## src/rtl/rr_arbiter_pkg.sv

```systemverilog
// Shared helpers for the round-robin arbiter: index and quantum-counter widths.
package rr_arbiter_pkg;

  // Width of a requester index; at least one bit even for tiny N.
  function automatic int rr_idw(input int n);
    return (n <= 2) ? 1 : $clog2(n);
  endfunction

  // Width of a counter holding 0..q-1; at least one bit.
  function automatic int rr_qw(input int q);
    return (q <= 2) ? 1 : $clog2(q);
  endfunction

endpackage

```

## src/rtl/rr_arbiter_n_pick.sv

```systemverilog
// Combinational round-robin picker: rotate the request vector so that ptr sits at
// bit 0, take the lowest set bit, then rotate the result back to absolute index.
module rr_pick
  import rr_arbiter_pkg::*;
#(
  parameter int N   = 4,
  parameter int IDW = rr_idw(N)
) (
  input  logic [N-1:0]   req,
  input  logic [IDW-1:0] ptr,
  output logic [N-1:0]   onehot,
  output logic [IDW-1:0] idx,
  output logic           any
);

  logic [N-1:0] rot;
  int           k;
  int           sum;

  // Rotate, priority-encode and rotate back; modulo arithmetic keeps idx < N.
  always_comb begin
    // NOTE: every output gets a default before any branch so no latch is inferred.
    rot    = '0;
    k      = 0;
    sum    = 0;
    onehot = '0;
    idx    = '0;
    for (int i = 0; i < N; i++) begin
      rot[i] = req[(i + int'(ptr)) % N];
    end
    for (int i = N - 1; i >= 0; i--) begin
      if (rot[i]) k = i;
    end
    any = |rot;
    sum = k + int'(ptr);
    if (sum >= N) sum = sum - N;
    if (any) begin
      idx    = IDW'(sum);
      onehot = N'(1) << sum;
    end
  end

endmodule

```

## src/rtl/rr_arbiter_n.sv

```systemverilog
// N-way round-robin arbiter with grant quantum and rotating priority pointer.
// Optional lock input enabled by defining RR_ARBITER_LOCK_EN.
module rr_arbiter_n
  import rr_arbiter_pkg::*;
#(
  parameter int N       = 4,
  parameter int QUANTUM = 1
) (
  input  logic                clock,
  input  logic                reset_n,
  input  logic [N-1:0]        ir,
`ifdef RR_ARBITER_LOCK_EN
  input  logic                lock,
`endif
  output logic [N-1:0]        ack,
  output logic                ack_valid,
  output logic [rr_idw(N)-1:0] ack_id
);

  localparam int IDW = rr_idw(N);
  localparam int QW  = rr_qw(QUANTUM);
  typedef logic [QW-1:0] qcnt_t;
  localparam qcnt_t QMAX = qcnt_t'(QUANTUM - 1);

  logic [N-1:0]   req_q, req_d;
  logic [N-1:0]   ack_q, ack_d;
  logic           ack_valid_q, ack_valid_d;
  logic [IDW-1:0] ack_id_q, ack_id_d;
  logic [IDW-1:0] ptr_q, ptr_d;
  qcnt_t          qcnt_q, qcnt_d;
  logic           lock_hold;

  logic [N-1:0]   pick_onehot;
  logic [IDW-1:0] pick_idx;
  logic           pick_any;
  logic           others;
  logic           keep;

`ifdef RR_ARBITER_LOCK_EN
  logic lock_q;

  // Lock is latched on the same edge as the requests so both are seen together.
  always_ff @(posedge clock or negedge reset_n) begin
    if (!reset_n) lock_q <= 1'b0;
    else          lock_q <= lock;
  end
  assign lock_hold = lock_q;
`else
  assign lock_hold = 1'b0;
`endif

  rr_pick #(.N(N), .IDW(IDW)) u_pick (
    .req    (req_q),
    .ptr    (ptr_q),
    .onehot (pick_onehot),
    .idx    (pick_idx),
    .any    (pick_any)
  );

  // Next-state: idle, keep the current grantee, or rotate to the next winner.
  always_comb begin
    req_d       = ir;
    ack_d       = ack_q;
    ack_valid_d = ack_valid_q;
    ack_id_d    = ack_id_q;
    ptr_d       = ptr_q;
    qcnt_d      = qcnt_q;
    others      = |(req_q & ~ack_q);
    keep        = ack_valid_q && req_q[ack_id_q] &&
                  (!others || lock_hold || (qcnt_q < QMAX));
    if (!pick_any) begin
      ack_d       = '0;
      ack_valid_d = 1'b0;
    end else if (keep) begin
      if (qcnt_q < QMAX) qcnt_d = qcnt_q + 1'b1;
    end else begin
      ack_d       = pick_onehot;
      ack_valid_d = 1'b1;
      ack_id_d    = pick_idx;
      qcnt_d      = '0;
      ptr_d       = (pick_idx == IDW'(N - 1)) ? '0 : pick_idx + 1'b1;
    end
  end

  // State and output registers; reset clears everything immediately.
  always_ff @(posedge clock or negedge reset_n) begin
    if (!reset_n) begin
      req_q       <= '0;
      ack_q       <= '0;
      ack_valid_q <= 1'b0;
      ack_id_q    <= '0;
      ptr_q       <= '0;
      qcnt_q      <= '0;
    end else begin
      // NOTE: non-blocking assignments so every flop samples pre-edge values.
      req_q       <= req_d;
      ack_q       <= ack_d;
      ack_valid_q <= ack_valid_d;
      ack_id_q    <= ack_id_d;
      ptr_q       <= ptr_d;
      qcnt_q      <= qcnt_d;
    end
  end

  assign ack       = ack_q;
  assign ack_valid = ack_valid_q;
  assign ack_id    = ack_id_q;

  a_onehot: assert property (@(posedge clock) disable iff (!reset_n)
    $onehot0(ack_q));
  a_valid: assert property (@(posedge clock) disable iff (!reset_n)
    ack_valid_q == (|ack_q));
  a_from_req: assert property (@(posedge clock) disable iff (!reset_n)
    (ack_q & ~$past(req_q)) == '0);
  a_single: assert property (@(posedge clock) disable iff (!reset_n)
    $onehot(req_q) |=> (ack_q == $past(req_q)));
  a_idle: assert property (@(posedge clock) disable iff (!reset_n)
    (req_q == '0) |=> (ack_q == '0));

`ifndef SYNTHESIS
`ifndef RR_ARBITER_LOCK_EN
  localparam int unsigned STARVE_MAX = (N - 1) * QUANTUM + 1;
  int unsigned wait_q [N];

  // Count consecutive cycles each requester is held without being granted.
  always_ff @(posedge clock or negedge reset_n) begin
    if (!reset_n) begin
      for (int i = 0; i < N; i++) wait_q[i] <= 0;
    end else begin
      for (int i = 0; i < N; i++)
        wait_q[i] <= (req_q[i] && !ack_q[i]) ? wait_q[i] + 1 : 0;
    end
  end

  for (genvar gi = 0; gi < N; gi++) begin : g_starve
    a_starve: assert property (@(posedge clock) disable iff (!reset_n)
      wait_q[gi] <= STARVE_MAX);
  end
`endif
`endif

endmodule

```

## config.mk

```make
export PLATFORM = sky130hd
export DESIGN_NAME = rr_arbiter_n
export DESIGN_NICKNAME = d
export VERILOG_FILES = /design/src/rtl/rr_arbiter_pkg.sv /design/src/rtl/rr_arbiter_n_pick.sv /design/src/rtl/rr_arbiter_n.sv
export SDC_FILE = /design/constraint.sdc
export NUM_CORES = 1
export LEC_CHECK = 0
export CAP_MARGIN = 40
export CELL_PAD_IN_SITES_DETAIL_PLACEMENT = 1
export CELL_PAD_IN_SITES_GLOBAL_PLACEMENT = 1
export CORE_ASPECT_RATIO = 1.1
export CORE_UTILIZATION = 39
export CTS_CLUSTER_DIAMETER = 50
export DETAILED_ROUTE_END_ITERATION = 12
export PLACE_DENSITY = 0.78
export SYNTH_ARGS = -nofsm -noshare
export SYNTH_HDL_FRONTEND = slang
export SYNTH_SLANG_ARGS = --single-unit
```

## constraint.sdc

```tcl
create_clock -name clock -period 2.5 [get_ports clock]
set_clock_uncertainty 0.15 [all_clocks]
set_input_delay 0.25 -clock clock [delete_from_list [all_inputs] [get_ports clock]]
set_output_delay 0.25 -clock clock [all_outputs]
set_load 0.02 [all_outputs]
```

==> results of run 1 <==
==> power breakdown <==
group	total (mW)	switching (mW)	internal [mW]
sequential	0.361	0.0784	0.283
clock	0.126	0.0643	0.0618
combinational	0.690	0.353	0.338
total	1.18	0.495	0.682
==> cells by family after synthesis <==
group / Yosys count / share of synthesized area (%)
simple gates: 29 / 21.3
compound gates: 21 / 18.5
xor+xnor: 6 / 6.64
mux: 2 / 4.11
buf+inv: 11 / 6.79
flops: 13 / 41.1
fa+ha+maj: 1 / 1.58
==> flip-flops by register name, summed over array words and instances (netlist names) <==
signal,flops
req_q,4
ack_valid,1
ack,4
ptr_q,2
ack_id,2
==> critical path: cells and delay by family (launching register included) <==
| kind | cells | cell delay, ns |
|---|---|---|
| and+or+nand+nor | 2 | 0.25 |
| xor gates and xnor gates | 2 | 0.38 |
| adders and majority gates | 1 | 0.31 |
| DFF | 1 | 0.47 |
| AOI/OAI and AO/OA | 4 | 0.66 |
==> path summary, 6_finish.rpt <==
check                      endpoint  cells past startpoint      from  slack (ns)
setup / recovery           ptr_q[1]                      9  ptr_q[1]        0.16
hold / removal             req_q[1]                      1   reset_n        0.19
setup reg to reg           ptr_q[1]                      9  ptr_q[1]        0.16
hold reg to reg              ack[0]                      2    ack[0]        0.37
max in group asynchronous  req_q[0]                      1   reset_n        1.60
min in group clock         req_q[0]                      1     ir[0]        0.26
==> placed cells by master (no fill, tap or decap), drive strengths merged <==
master / Yosys / routed
dfrtp: 13 / 13
clkdlybuf4s50: 0 / 12
o21ai: 8 / 8
nand2: 7 / 7
inv: 6 / 6
nor2b: 5 / 5
xnor2: 5 / 5
buf: 4 / 5
a21oi: 4 / 4
clkbuf: 1 / 4
nand2b: 3 / 3
nor2: 3 / 3
o221a: 2 / 2
and2b: 2 / 2
nor4: 2 / 2
or3b: 2 / 2
or3: 2 / 2
a21boi: 1 / 1
o22ai: 1 / 1
a221oi: 1 / 1
mux4: 1 / 1
a41oi: 1 / 1
nor3: 1 / 1
o21a: 1 / 1
mux2i: 1 / 1
nor3b: 1 / 1
xor2: 1 / 1
o31a: 1 / 1
and4: 1 / 1
a2bb2oi: 1 / 1
ha: 1 / 1
==> final cells by class <==
type | instances | share of cell area [%]
Multi-Input combinational cell | 59 | 42.1
Timing Repair Buffer | 17 | 16.1
Sequential cell | 13 | 33.3
Clock buffer | 4 | 2.68
Inverter | 6 | 2.30
Tap cell | 27 | 3.45
==> stage by stage <==
stage          instances  utilization [%]  setup slack, ns  hold WS (ns)
2_1_floorplan         83                -            0.318        -0.196
3_3_place_gp         122             51.7            0.186         0.351
3_5_place_dp         122             51.7            0.137         0.366
4_1_cts              126             53.1            0.118         0.207
5_1_grt              126             53.2          0.00902         0.234
6_report             126             53.2            0.159         0.192
==> metal layers <==
layer,GRT usage [%],part of all wire [%]
met2,30.7,45
met3,2.59,1.5
met1,34.0,52
met4,8.08,1.3
met5,0,0
==> results.md, run 1 <==
* DRT Pass-1 Iters at 3
* Max transition margin at 52.6%
* Initial Utilization at 43.0%
* Htree depth at 1
* Layout cells sized above 1 at 14.1%
* DR vias/cell at 5.17
* Routed vias at 652
* Required time of the critical path at 2.50 ns
* Initial drt markers at 3
* Final antenna diode count at 0
* Clk buf depth at 2
* Synth top cells by count: dfrtp_1 (13), nand2_1 (7), inv_1 (6), o21ai_1 (6)
* Initial antenna violation count at 0
* Reg area at 327 µm²
* Gate Count Post-Synth at 83
* Final slew viol count at 0
* Peak VDD IR at 0.588 mV
* FILL cells at 218
* Post-synth cell types at 32
* Cell Area, Placed at 952 µm²
* CP peak stage delay at 0.47 ns
* Syn avg cell area at 9.54 µm²
* TritonCTS clock tree: yes
* Sink Count at 13
* # DRC at 0
* Overflow left after global routing at 0
* Worst path cell trace: nand2b_1 -> a21boi_0 -> o221a_2 -> nor2_1 -> ha_1 -> xnor2_1 -> o31a_1 -> o21ai_1 -> xnor2_1
* Sequential share of the synthesized area at 41.1%
* RSZ-0062 raised after global routing: false
* Mapped Area at 792 µm²
* Largest net degree at the start of global routing at 14
* CTS Hold Bufs at 0
* Design Area, Final at 980 µm²
* Global-route usage over all layers at 21.9%
* Post-synth ARST share at 100%
* Syn_nets at 90
* Max Freq at 427 MHz
* Root Driver: clkbuf_4
* Worst path slowest cell: dfrtp_1
* Overall power at 1.18 mW
* Largest cells by area after synthesis: dfrtp_1 (41%), xnor2_1 (5.5%), nor2b_1 (3.9%), o21ai_1 (3.8%), nand2_1 (3.3%)
* Leak at 0.404 nW
* DPL Wire Length at 1480 µm
* Synth warnings at 0
* Synth top area share at 41.1%
* PD cells at 1200 nW/µm²
* Wire per inst at 15.7 µm
* Primary FF master, synth: dfrtp_1
* Die area at 2220 µm²
* Post-cts resize count at 0
* Post-synth EDFFs at 0
* Post-CTS Setup Bufs at 0
* Nets at 107
* CP max FO at 7
* Area occupied by multi-input gates at 413 µm²
* Final setup fails at 0
* IO Count at 13
* Top cell by count, worst path: xnor2_1
* Placement Rows at 16
* DRT Wirelength at 1980 µm
* Setup Crit Path Kind: reg2reg
* Yosys reg bits at 13
* Core ar. at 1840 µm²
* Number of global-route vias before repair at 716
* Die Wd at 45.0 µm
* Clock Latency Late Sink at 0.27 ns
* CTS clk-pin slew, worst paths at 0.08 ns
* Hold Fails Final Rpt at 0
* Die height at 49.3 µm
* Area growth, synth to finish at 23.7%
* Maxcap violations at 0
* Crit start category: register
* First-pass GRT wire length at 3530 µm
* TNS Setup at 0 ns
* Num CTS Buffers at 3
* Status: finished clean
* PortBufs at 12
* Fin crit share at 93.6%
* WP data arrival at 2.34 ns
* Setup crit end kind: register
* Worst Tran Pin Value at 0.704 ns
* Cell taking the most area after synthesis: dfrtp_1
* Antenna-violating nets left at 0
* Gpl congestion at 0.804
* Worst Hold Class: in2async
* Most frequent cell after synthesis: dfrtp_1
* Crit path time final at 2.34 ns
No activity file was read; power rests on OpenSTA's default activity.
==> run 2: changes to the inputs <==
- ABC_CLOCK_PERIOD_IN_PS: not set -> 2800
- CORE_UTILIZATION: 39 -> 42
- PLACE_DENSITY: 0.78 -> 0.83
- clock period: 2.5 -> 2.8 ns (I/O delays scaled with it)
==> run 2 against run 1 <==
Effect of this change: non-clock buffer count decreased by 5; worst hold slack better by 0.032 ns; register-to-register slack gained 0.17 ns; die area decreased by 6.8%; combinational power decreased by 18%; sequential cell count unchanged; critical path depth is the same; sequential share of layout area is 1.7 points higher; final area down 5.1%; critical path type unchanged; largest power group unchanged.
==> results.md, run 2 (synthesized netlist as in run 1, its figures left out) <==
* DR vias/cell at 6.02
* Initial antenna violation count at 0
* Core ar. at 1780 µm²
* Sw power at 0.443 mW
* Antenna-violating nets left at 0
* Core Util, Final at 52.2%
* Clock power frac at 11.5%
* Commonest non-fill, non-tap cell in the layout: dfrtp_1
* Worst r2r path cells at 9
* Die Wd at 43.4 µm
* Setup ws final at 0.334 ns
* Status: finished clean
* CTS clk-pin slew, worst paths at 0.08 ns
* Clock Latency Late Sink at 0.28 ns
* RSZ-0062 raised after global routing: false
* Seq pwr share at 33.2%
* Setup Crit Path Kind: reg2reg
* Final setup fails at 0
* Comb pwr share at 55.3%
* Area growth, synth to finish at 17.4%
* Post-cts resize count at 0
* Finished Layout Cells at 112
* Clk buf depth at 2
* Layout cells sized above 1 at 8.51%
* Number of global-route vias before repair at 631
* Nets at 102
* Overflow left after global routing at 0
* DPL Wire Length at 1480 µm
* Required time of the critical path at 2.80 ns
* Placement Rows at 16
* Leak at 0.381 nW
* Sink Count at 13
* DRT Pass-1 Iters at 4
* Largest net degree at the start of global routing at 14
* Maxcap violations at 0
* DP Cell Count at 108
* Die height at 47.5 µm
* Num CTS Buffers at 3
* Max Freq at 405 MHz
* Htree depth at 1
* Die area at 2060 µm²
* Worst Tran Pin Value at 0.737 ns
* Initial drt markers at 14
* CP max FO at 12
* Setup crit end kind: register
* Internal power at 0.587 mW
* WP data arrival at 2.47 ns
* Switching share of power at 43.0%
* # DRC at 0
* Pre-CTS WS at 0.349 ns
* Max transition margin at 50.4%
* First-pass GRT wire length at 3050 µm
* Commonest non-fill, non-tap cells in the layout: dfrtp_1 (13), clkdlybuf4s50_1 (12), nand2_1 (7)
* CTS Hold Bufs at 0
* Hold Fails Final Rpt at 0
* Post-CTS Setup Bufs at 0
* PortBufs at 12
* Global-route usage over all layers at 21.3%
* Crit start category: register
* Fin crit share at 88.1%
* Root Driver: clkbuf_4
* Initial Utilization at 44.5%
* Gpl congestion at 0.740
* Final antenna diode count at 0
* TritonCTS clock tree: yes
* DRT Wirelength at 1980 µm
* PD cells at 1110 nW/µm²
* Routed vias at 674
* Worst Hold Class: in2async
* Final slew viol count at 0
* IO Count at 13
* TNS Setup at 0 ns
* Wire per inst at 17.6 µm
* Peak VDD IR at 0.513 mV
* Crit path time final at 2.47 ns
* Overall power at 1.03 mW
-- run 2: cell count changes in the layout (fill, tap and decap cells not counted), sizes merged --
cell  delta
buf      -5
-- run 2: power groups by stage --
stage                     Combinational (mW)  Sequential (mW)  Clock [mW]
after detailed placement               0.571            0.342           0
final                                  0.569            0.342       0.118
after global routing                   0.623            0.352       0.127
after global placement                 0.551            0.341           0
after CTS                              0.575            0.340       0.120
after floorplan                        0.391            0.345           0
-- run 2: area by class of cell --
type                       count  area, µm²
clock buffer                   4       26.3
fill                         218        852
inverter                       6       22.5
multi-input combinational     59        413
sequential                    13        325
tap                           18       22.5
timing repair buffer          12        120
-- run 2: critical path: stages (launching register included) --
cell and delay [ns]:
dfrtp_1 0.51, nor2_1 0.15, o22ai_1 0.10, a221oi_1 0.41, nor2_1 0.10, ha_1 0.31
xnor2_1 0.22, o31a_1 0.18, o21ai_1 0.07, xnor2_1 0.14
-- run 2: through the flow --
stage,hold WS [ns],instance area (µm²)
3_3_place_gp,0.352,903
4_1_cts,0.256,930
6_report,0.223,930
3_5_place_dp,0.355,903
2_1_floorplan,-0.166,792
5_1_grt,0.278,930
-- run 2: final timing paths --
kind / end / start / slack [ns]
max in group asynchronous: req_q[3] / reset_n / 1.89
worst max register to register: ptr_q[1] / req_q[0] / 0.33
worst min-delay path: ack[0] / reset_n / 0.22
min in group clock: req_q[1] / ir[1] / 0.28
worst min register to register: ack[0] / ack[0] / 0.37
worst max-delay path: ptr_q[1] / req_q[0] / 0.33
-- run 2: routing by layer --
| layer | part of all wire (%) | global-route usage, % | up-vias |
|---|---|---|---|
| met2 | 47 | 32.7 | 20 |
| met1 | 45 | 28.7 | 333 |
| met4 | 3.6 | 12.5 | 0 |
| met5 | 0 | 0 | - |
| met3 | 3.6 | 3.40 | 9 |
| li1 | - | - | 312 |
==> run 3: changes to the inputs <==
- HOLD_SLACK_MARGIN: not set -> 0.15
==> results of run 3 <==
Final layout, timing and power as in run 2 (identical DEF).
